## config.mk

```make
export PLATFORM = sky130hd
export DESIGN_NAME = mcs4_phase_sequencer
export DESIGN_NICKNAME = d
export VERILOG_FILES = /design/src/rtl/mcs4_seq_pkg.sv /design/src/rtl/mcs4_slot_divider.sv /design/src/rtl/mcs4_phase_sequencer.sv
export SDC_FILE = /design/constraint.sdc
export NUM_CORES = 1
export LEC_CHECK = 0
export BUFFER_PORTS_ARGS = -buffer_cell sky130_fd_sc_hd__buf_2
export CAP_MARGIN = 5
export CORE_MARGIN = 2
export CORE_UTILIZATION = 52
export DETAILED_ROUTE_END_ITERATION = 10
export GPL_ROUTABILITY_DRIVEN = 1
export PLACE_DENSITY_LB_ADDON = 0.2
export SLEW_MARGIN = 20
export SYNTH_ARGS = -nofsm -noshare
export SYNTH_HDL_FRONTEND = slang
export SYNTH_SLANG_ARGS = --single-unit
```

## constraint.sdc

```tcl
create_clock -name clk -period 2.5 [get_ports clk]
set_input_delay 0.125 -clock clk [delete_from_list [all_inputs] [get_ports clk]]
set_output_delay 0.125 -clock clk [all_outputs]
set_load 0.03 [all_outputs]
```

## src/rtl/mcs4_seq_pkg.sv

```systemverilog
// Shared types for the i4004 two-phase clock / POC sequencer: FSM states, slots and phases.
package mcs4_seq_pkg;

  typedef enum logic [1:0] {
    StPocHold = 2'd0,
    StRun     = 2'd1,
    StHalt    = 2'd2,
    StStep    = 2'd3
  } seq_state_e;

  // Four slots per phase: clk1 pulse, gap, clk2 pulse, gap.
  typedef enum logic [1:0] {
    SlotS0 = 2'd0,
    SlotS1 = 2'd1,
    SlotS2 = 2'd2,
    SlotS3 = 2'd3
  } slot_e;

  typedef enum logic [2:0] {
    PhA1 = 3'd0,
    PhA2 = 3'd1,
    PhA3 = 3'd2,
    PhM1 = 3'd3,
    PhM2 = 3'd4,
    PhX1 = 3'd5,
    PhX2 = 3'd6,
    PhX3 = 3'd7
  } phase_e;

endpackage

```

## src/rtl/mcs4_slot_divider.sv

```systemverilog
// Slot-length counter: slot_tick_o marks the last clk of each slot (div_sel_i + 1 clks long).
module mcs4_slot_divider #(
  parameter int unsigned DIV_W = 8
) (
  input  logic             clk_i,
  input  logic             rst_ni,
  input  logic             ena_i,
  input  logic             hold_i,
  input  logic [DIV_W-1:0] div_sel_i,
  output logic             slot_tick_o
);

  logic [DIV_W-1:0] cnt_q, cnt_d;
  logic [DIV_W-1:0] len_q, len_d;
  logic [DIV_W-1:0] len;

  // div_sel_i is only looked at on the first clk of a slot; later clks use the latched copy.
  assign len = (cnt_q == '0) ? div_sel_i : len_q;

  always_comb begin
    cnt_d       = cnt_q;
    len_d       = len_q;
    slot_tick_o = 1'b0;
    if (ena_i) begin
      if (hold_i) begin
        cnt_d = '0;
      end else begin
        slot_tick_o = (cnt_q == len);
        cnt_d       = slot_tick_o ? '0 : cnt_q + 1'b1;
        len_d       = len;
      end
    end
  end

  always_ff @(posedge clk_i or negedge rst_ni) begin
    if (!rst_ni) begin
      cnt_q <= '0;
      len_q <= '0;
    end else begin
      cnt_q <= cnt_d;
      len_q <= len_d;
    end
  end

endmodule

```

## src/rtl/mcs4_phase_sequencer.sv

```systemverilog
// Two-phase clock, 8-phase instruction-cycle and POC sequencer for the i4004 core.
// Optional SYNC phase check is enabled by defining MCS4_SYNC_CHECK_EN.
module mcs4_phase_sequencer
  import mcs4_seq_pkg::*;
#(
  parameter int unsigned DIV_W      = 8,
  parameter int unsigned POC_CYCLES = 16
) (
  input  logic             clk,
  input  logic             rst_n,
  input  logic             ena,
  input  logic [DIV_W-1:0] div_sel,
  input  logic             run,
  input  logic             step_req,
  input  logic             soft_poc,
  input  logic             sync_in,
  output logic             clk1,
  output logic             clk2,
  output logic             poc,
  output logic [2:0]       phase,
  output logic             cycle_end,
  output logic             halted,
  output logic             step_ack,
  output logic             sync_err
);

  localparam logic [7:0] PocLast = 8'(POC_CYCLES - 1);

  seq_state_e state_q, state_d;
  slot_e      slot_q, slot_d;
  phase_e     phase_q, phase_d;
  logic       poc_q, poc_d;
  logic [7:0] poc_cnt_q, poc_cnt_d;
  logic       clk1_q, clk1_d;
  logic       clk2_q, clk2_d;
  logic       slot_tick;
  logic       cyc_last;

  mcs4_slot_divider #(
    .DIV_W(DIV_W)
  ) u_div (
    .clk_i      (clk),
    .rst_ni     (rst_n),
    .ena_i      (ena),
    .hold_i     (state_q == StHalt),
    .div_sel_i  (div_sel),
    .slot_tick_o(slot_tick)
  );

  // slot_tick is already gated by ena and by the HALT hold.
  assign cyc_last = slot_tick && (slot_q == SlotS3) && (phase_q == PhX3);

  always_comb begin
    state_d   = state_q;
    slot_d    = slot_q;
    phase_d   = phase_q;
    poc_d     = poc_q;
    poc_cnt_d = poc_cnt_q;
    clk1_d    = clk1_q;
    clk2_d    = clk2_q;
    if (ena) begin
      if (slot_tick) begin
        slot_d = slot_e'(slot_q + 2'd1);
        if (slot_q == SlotS3) phase_d = phase_e'(phase_q + 3'd1);
      end
      unique case (state_q)
        StPocHold: begin
          if (cyc_last) begin
            if (poc_cnt_q == PocLast) begin
              poc_d   = 1'b0;
              state_d = run ? StRun : StHalt;
            end else begin
              poc_cnt_d = poc_cnt_q + 8'd1;
            end
          end
        end
        StRun:  if (cyc_last && !run) state_d = StHalt;
        StHalt: begin
          if (step_req)  state_d = StStep;
          else if (run)  state_d = StRun;
        end
        StStep: if (cyc_last) state_d = StHalt;
      endcase
      if (soft_poc) begin
        state_d   = StPocHold;
        poc_d     = 1'b1;
        poc_cnt_d = '0;
      end
      // Clocks are registered from the next slot so they line up with slot_q.
      clk1_d = (state_d != StHalt) && (slot_d == SlotS0);
      clk2_d = (state_d != StHalt) && (slot_d == SlotS2);
    end
  end

  always_ff @(posedge clk or negedge rst_n) begin
    if (!rst_n) begin
      state_q   <= StPocHold;
      slot_q    <= SlotS0;
      phase_q   <= PhA1;
      poc_q     <= 1'b1;
      poc_cnt_q <= '0;
      clk1_q    <= 1'b0;
      clk2_q    <= 1'b0;
    end else begin
      state_q   <= state_d;
      slot_q    <= slot_d;
      phase_q   <= phase_d;
      poc_q     <= poc_d;
      poc_cnt_q <= poc_cnt_d;
      clk1_q    <= clk1_d;
      clk2_q    <= clk2_d;
    end
  end

  assign clk1      = clk1_q;
  assign clk2      = clk2_q;
  assign poc       = poc_q;
  assign phase     = phase_q;
  assign cycle_end = cyc_last;
  assign halted    = (state_q == StHalt);
  assign step_ack  = cyc_last && (state_q == StStep);

`ifdef MCS4_SYNC_CHECK_EN
  logic sync_err_q, sync_err_d;

  // SYNC must be high exactly at the close of X3.
  always_comb begin
    sync_err_d = sync_err_q;
    if (ena) begin
      if (slot_tick && (slot_q == SlotS3) && (state_q == StRun || state_q == StStep) &&
          (sync_in != (phase_q == PhX3))) begin
        sync_err_d = 1'b1;
      end
      if (soft_poc) sync_err_d = 1'b0;
    end
  end

  always_ff @(posedge clk or negedge rst_n) begin
    if (!rst_n) sync_err_q <= 1'b0;
    else        sync_err_q <= sync_err_d;
  end

  assign sync_err = sync_err_q;
`else
  logic unused_sync_in;
  assign unused_sync_in = sync_in;
  assign sync_err       = 1'b0;
`endif

endmodule

```

== Yosys cells after proc, flatten, opt, wreduce, memory -nomap -nowiden ==
Index checks and enable logic that the tools add are counted.

* Flip-flop bits (word level): 34
* Latch bits: 0
* Bits in writable memories: 0
* Memory bits (read-only): 0
* Word-level logic and storage cells: 66
* Memories kept: 0

* $add $sub $neg: 4
* Multipliers: 0
* Divide/modulo/power cells: 0
* Order comparisons: 0
* Eq/ne operators: 10
* Shift-type cells: 0
* Multiplexer cells: 25
* Bitwise logic cells: 1
* Reductions and logical operators: 17

{| class="wikitable"
|+ Operators by type and width
! kind !! count
|-
| $mux W8 || 7
|-
| $mux W2 || 11
|-
| $add A8 B1 Y8 const B || 2
|-
| $eq A2 B2 Y1 const B || 4
|-
| $eq A8 B4 Y1 const B || 1
|-
| $eq A8 B8 Y1 || 1
|-
| $logic_not A8 Y1 || 1
|-
| $pmux W2 S4 || 1
|-
| $reduce_and A4 Y1 || 2
|-
| $logic_and A1 B1 Y1 || 6
|-
| $mux W1 || 6
|-
| $reduce_bool A2 Y1 || 3
|-
| $logic_not A2 Y1 || 2
|-
| $ne A2 B2 Y1 const B || 2
|-
| $add A3 B1 Y3 const B || 1
|-
| $eq A3 B3 Y1 const B || 1
|-
| $reduce_and A3 Y1 || 1
|-
| $add A2 B1 Y2 const B || 1
|-
| $eq A2 B1 Y1 const B || 1
|-
| $reduce_and A2 Y1 || 1
|-
| $logic_not A1 Y1 || 1
|-
| $not A1 Y1 || 1
|}

== Logic depth before layout (Yosys ltp) ==
* Depth after elaboration: 14
* Mapped depth: 11
* Depth with buffers taken out: 9

== Hierarchy ==
Synthesis repeated with hierarchy kept, for this count alone.

* Cells, all modules: 203
* Area, all modules: 2,037.0 µm²

{| class="wikitable"
|+ Modules (own cells, without submodules)
! module !! times used !! cells an instance !! area each (µm²) !! seq. area each (µm²)
|-
| mcs4_phase_sequencer || 1 || 111 || 1,054.8 || 451.7
|-
| mcs4_slot_divider || 1 || 92 || 982.2 || 400.4
|}

== Least setup slack after synthesis ==
No wires, ideal clock.

* Kind: reg-to-output
* Start point: register u_div.cnt_q[0]
* End point: output step_ack
* Data arrival time: 2.658 ns
* Data required time: 2.375 ns
* Path slack: -0.283 ns
* Stages on the path, launching flop included: 9
* Buffers on the path: 1
* Cell sequence: dfrtp_1 inv_1 ha_1 nor4b_4 and2_1 buf_2 o211a_1 or3b_2 nor4_1

* Longest elaborated chain between the ends: 8

{| class="wikitable"
|+ RTL lines
! item !! RTL line !! RTL
|-
| from (decl) || mcs4_slot_divider.sv:13 || <nowiki>logic [DIV_W-1:0] cnt_q, cnt_d;</nowiki>
|-
| from (signal assigned) || mcs4_slot_divider.sv:40 || <nowiki>cnt_q <= cnt_d;</nowiki>
|-
| $logic_not A8 Y1 || mcs4_slot_divider.sv:18 || <nowiki>assign len = (cnt_q == '0) ? div_sel_i : len_q;</nowiki>
|-
| $mux W8 || mcs4_slot_divider.sv:18 ||
|-
| $eq A8 B8 Y1 (*) || mcs4_slot_divider.sv:28 || <nowiki>slot_tick_o = (cnt_q == len);</nowiki>
|-
| $mux W1 (*) || mcs4_slot_divider.sv:25 || <nowiki>if (hold_i) begin</nowiki>
|-
| $mux W1 (*) || mcs4_slot_divider.sv:24 || <nowiki>if (ena_i) begin</nowiki>
|-
| $logic_and A1 B1 Y1 (*) (2 in a row) || mcs4_phase_sequencer.sv:51 || <nowiki>assign cyc_last = slot_tick && (slot_q == SlotS3) && (phase_q == PhX3);</nowiki>
|-
| $logic_and A1 B1 Y1 (*) || mcs4_phase_sequencer.sv:121 || <nowiki>assign step_ack = cyc_last && (state_q == StStep);</nowiki>
|-
| to (decl) || mcs4_phase_sequencer.sv:23 || <nowiki>output logic step_ack,</nowiki>
|}

Every way passes the cells marked *; elsewhere a longest branch is shown, timed or not.

== Final worst setup path ==
* Start point: register u_div.cnt_q[0]
* End point: output cycle_end

* Longest elaborated chain between the ends: 7

{| class="wikitable"
|+ RTL lines
! item !! RTL line !! RTL
|-
| $logic_not A8 Y1 || mcs4_slot_divider.sv:18 ||
|-
| $mux W8 || mcs4_slot_divider.sv:18 ||
|-
| $eq A8 B8 Y1 (*) || mcs4_slot_divider.sv:28 ||
|-
| $mux W1 (*) || mcs4_slot_divider.sv:25 ||
|-
| $mux W1 (*) || mcs4_slot_divider.sv:24 ||
|-
| $logic_and A1 B1 Y1 (*) (2 in a row) || mcs4_phase_sequencer.sv:51 ||
|-
| to (decl) || mcs4_phase_sequencer.sv:21 || <nowiki>output logic cycle_end,</nowiki>
|}

Marked as above.

==> key figures <==
Critical path
  • Setup crit end kind: output pin
  • Worst Path Max Fanout: 6
  • Crit Path Category: register to output pin
  • Delay-heaviest family, CP: simple AND/OR/NAND/NOR gates
  • Cell mode on critical path: and2_4
  • CP bufs+invs: 3
  • Reg2reg path depth: 11
  • Worst EP required: 2380 ps
  • Cell Chain, Critical Path: inv_2 > ha_4 > nor4b_4 > and2_4 > nand4_4 > a2111oi_4 > buf_4 > and2_4 > buf_6
  • Slowest CP cell: dfrtp_1
  • CP peak stage delay: 400 ps
  • Worst setup SP type: register
  • WP depth: 9
  • Crit path DAT: 2320 ps

Layout
  • Fillcell total: 300
  • Fraction of layout cells with a size suffix above 1: 33.6%
  • Multi-input combinational cell area: 1210 um2
  • Syn-to-layout area delta: 23.5%
  • Number of diodes: 0
  • Layout Utilization: 68.0%
  • Nets: 270
  • Register area: 853 um2

Clock tree
  • Clk root buf: clkbuf_8
  • Clk buf depth: 2
  • Insertion delay to the later sink of the worst-skew pair: 280 ps
  • Num CTS Buffers: 5
  • CTS tree: built
  • Depth of the CTS H-tree: 2
  • CTS sink cnt: 34
  • Reg clk slew, reported paths: 70 ps

Timing
  • Setup WS post-layout: 56.2 ps
  • Relative slew slack: 49.7%
  • Max-slew violations: 0
  • # setup viols final: 0
  • Skew final: 10.2 ps
  • Setup_tns: 0 ps
  • F_max: 409 MHz
  • Min Clock Period, post-route: 2440 ps
  • Fin crit share: 97.8%
  • RSZ-0062 raised after global routing: true
  • Final hold slack: 88.2 ps
  • Worst Tran Pin Value: 755 ps
  • Fin. Hold Viols: 0

Logic synthesis
  • XOR/XNOR Fraction of Synth Area: 4.28%
  • Seq cells post-synth: 34
  • Simple-Gate Fraction of Synth Area: 23.4%
  • Number of synthesized flops with an enable pin: 0
  • Mean Syn Cell Area: 9.93 um2
  • FFs w/ async S/R, synth: 100%
  • Sequential area share after synthesis: 41.7%
  • Syn Inst Count: 206
  • Synth warn: 0
  • Mux cell area share after synthesis: 6.06%
  • Compound-cell area share of the yosys netlist: 17.6%
  • Main combinational cell family by area after synthesis: simple AND/OR/NAND/NOR gates
  • Synth cell types: 55
  • Ys flop type: dfrtp_1
  • Cell Area, Synth: 2050 um2
  • Adder-cell share of the synthesized area: 3.67%
  • Syn_nets: 227

Placement
  • DP Worst Slack: 48.5 ps
  • Port Buffers: 22
  • Routability cong.: 0.802
  • Post-DP HPWL: 3.11 mm

GRT
  • GR peak layer: met2
  • GRT Total Usage: 22.8%
  • Grt met1 use: 31.1%
  • Initial antenna violation count: 0
  • M3 GR Usage: 4.73%
  • First-pass GRT wire length: 7.62 mm
  • Vias in the first global route: 1647
  • Largest net degree at the start of global routing: 35
  • GR Util met2: 37.0%
  • GRT overflow: 0

Floorplanning
  • Die Ht: 66.7 um
  • Total I/O pin count: 25
  • DIE AREA: 4450 um2
  • Row Count: 22
  • Core Box Area: 3720 um2
  • Initial Util: 55.1%
  • DIE WIDTH: 66.7 um

Drt
  • Post-DRT Antenna Nets: 0
  • DR WL/cell: 14.7 um
  • Pre-antenna DRT Iters: 4
  • Vias: 1686
  • Mean number of vias per cell: 5.66
  • Post-Route WL: 4.38 mm
  • DRC Markers: 0
  • Initial detailed-routing violation count: 139

Job
  • Number of max-cap violations: 0

Pwr
  • P per Cell Area: 892 nW/um2
  • Tot Pwr: 2250 uW
  • P_leak: 0.00116 uW
  • Max VDD drop: 0.660 mV

Worst hold path
  • Worst hold path type: input pin to register
  • WHS Path Cells: 2

Outcome
  • Status: finished, final reports clean
## where the power goes
part,total [uW],switching [uW],internal (uW)
combinational,1030,523,503
clock,386,193,193
sequential,842,144,699
## stage by stage
step | cell area [um2] | instances
after floorplan | 2050 | 206
after global placement | 2320 | 287
after detailed placement | 2320 | 287
after CTS | 2440 | 297
after global routing | 2530 | 298
final | 2530 | 298
## routing by layer
layer	vias to the layer above	wire length, um	share of wire (%)
met4	0	25	0.57
met5	-	0	0
met3	4	192	4.4
met2	38	2040	47
li1	842	-	-
met1	802	2120	48
## flip-flops by register name, summed over array words and instances (netlist names)
signal       cells
clk2             1
poc_cnt_q        8
state_q          2
phase            3
slot_q           2
u_div.len_q      8
poc              1
clk1             1
u_div.cnt_q      8
## synth_stat cells, types with 5 or more instances
master / count / area (um2)
dfrtp_1: 33 / 826
nand3_1: 11 / 55.1
nor2_1: 10 / 37.5
a31oi_1: 6 / 37.5
a21oi_1: 10 / 50.1
mux2_2: 11 / 124
nand2b_1: 7 / 43.8
nand2_1: 14 / 52.6
xor2_1: 5 / 43.8
and3_1: 7 / 43.8
inv_1: 10 / 37.5
o21ai_0: 8 / 40.0
and2_1: 6 / 37.5
xnor2_1: 5 / 43.8
ha_1: 6 / 75.1
## area by class of cell
type	instances	area share (%)
Clock buffer	6	2.87
Tap cell	48	2.38
Multi-Input combinational cell	156	48.1
Sequential cell	34	33.8
Inverter	10	1.49
Timing Repair Buffer	42	11.0
Clock inverter	2	0.396
## repair_timing
action,4_1_cts,5_1_grt
setup buffers,1,1
hold buffers,1,0
hold endpoints to repair,33,0
resized for setup,7,15
pin swaps,1,7
endpoints found under the setup margin,4,13
## cells by family after synthesis
group           count (synthesis)
fa+ha+maj                       6
mux                            11
flops                          34
simple gates                   81
other cells                     1
xor+xnor                       10
compound gates                 47
buf+inv                        16
## placed cells by master (no fill, tap or decap), drive strengths merged, types with 6 or more instances in the layout
master  netlist  layout
ha            6       6
nand2b        7       7
inv          10      10
a31oi         6       6
mux2         11      11
nand3        12      12
nor2         10      10
buf           2      41
nand2        14      14
and3          7       7
and2          6       6
clkbuf        4       6
a21oi        10      10
dfrtp        33      33
o21ai         8       8
## path summary, 6_finish.rpt
| check | from | endpoint | slack [ps] |
|---|---|---|---|
| worst max-delay path | u_div.cnt_q[0] | cycle_end | 60 |
| worst min-delay path | div_sel[6] | u_div.len_q[6] | 90 |
| worst max register to register | u_div.cnt_q[0] | poc_cnt_q[2] | 120 |
| worst min register to register | poc | poc | 490 |
| max in group asynchronous | rst_n | u_div.cnt_q[6] | 1530 |
| min in group asynchronous | rst_n | u_div.len_q[6] | 450 |
Power figures use the tool's default switching activity.
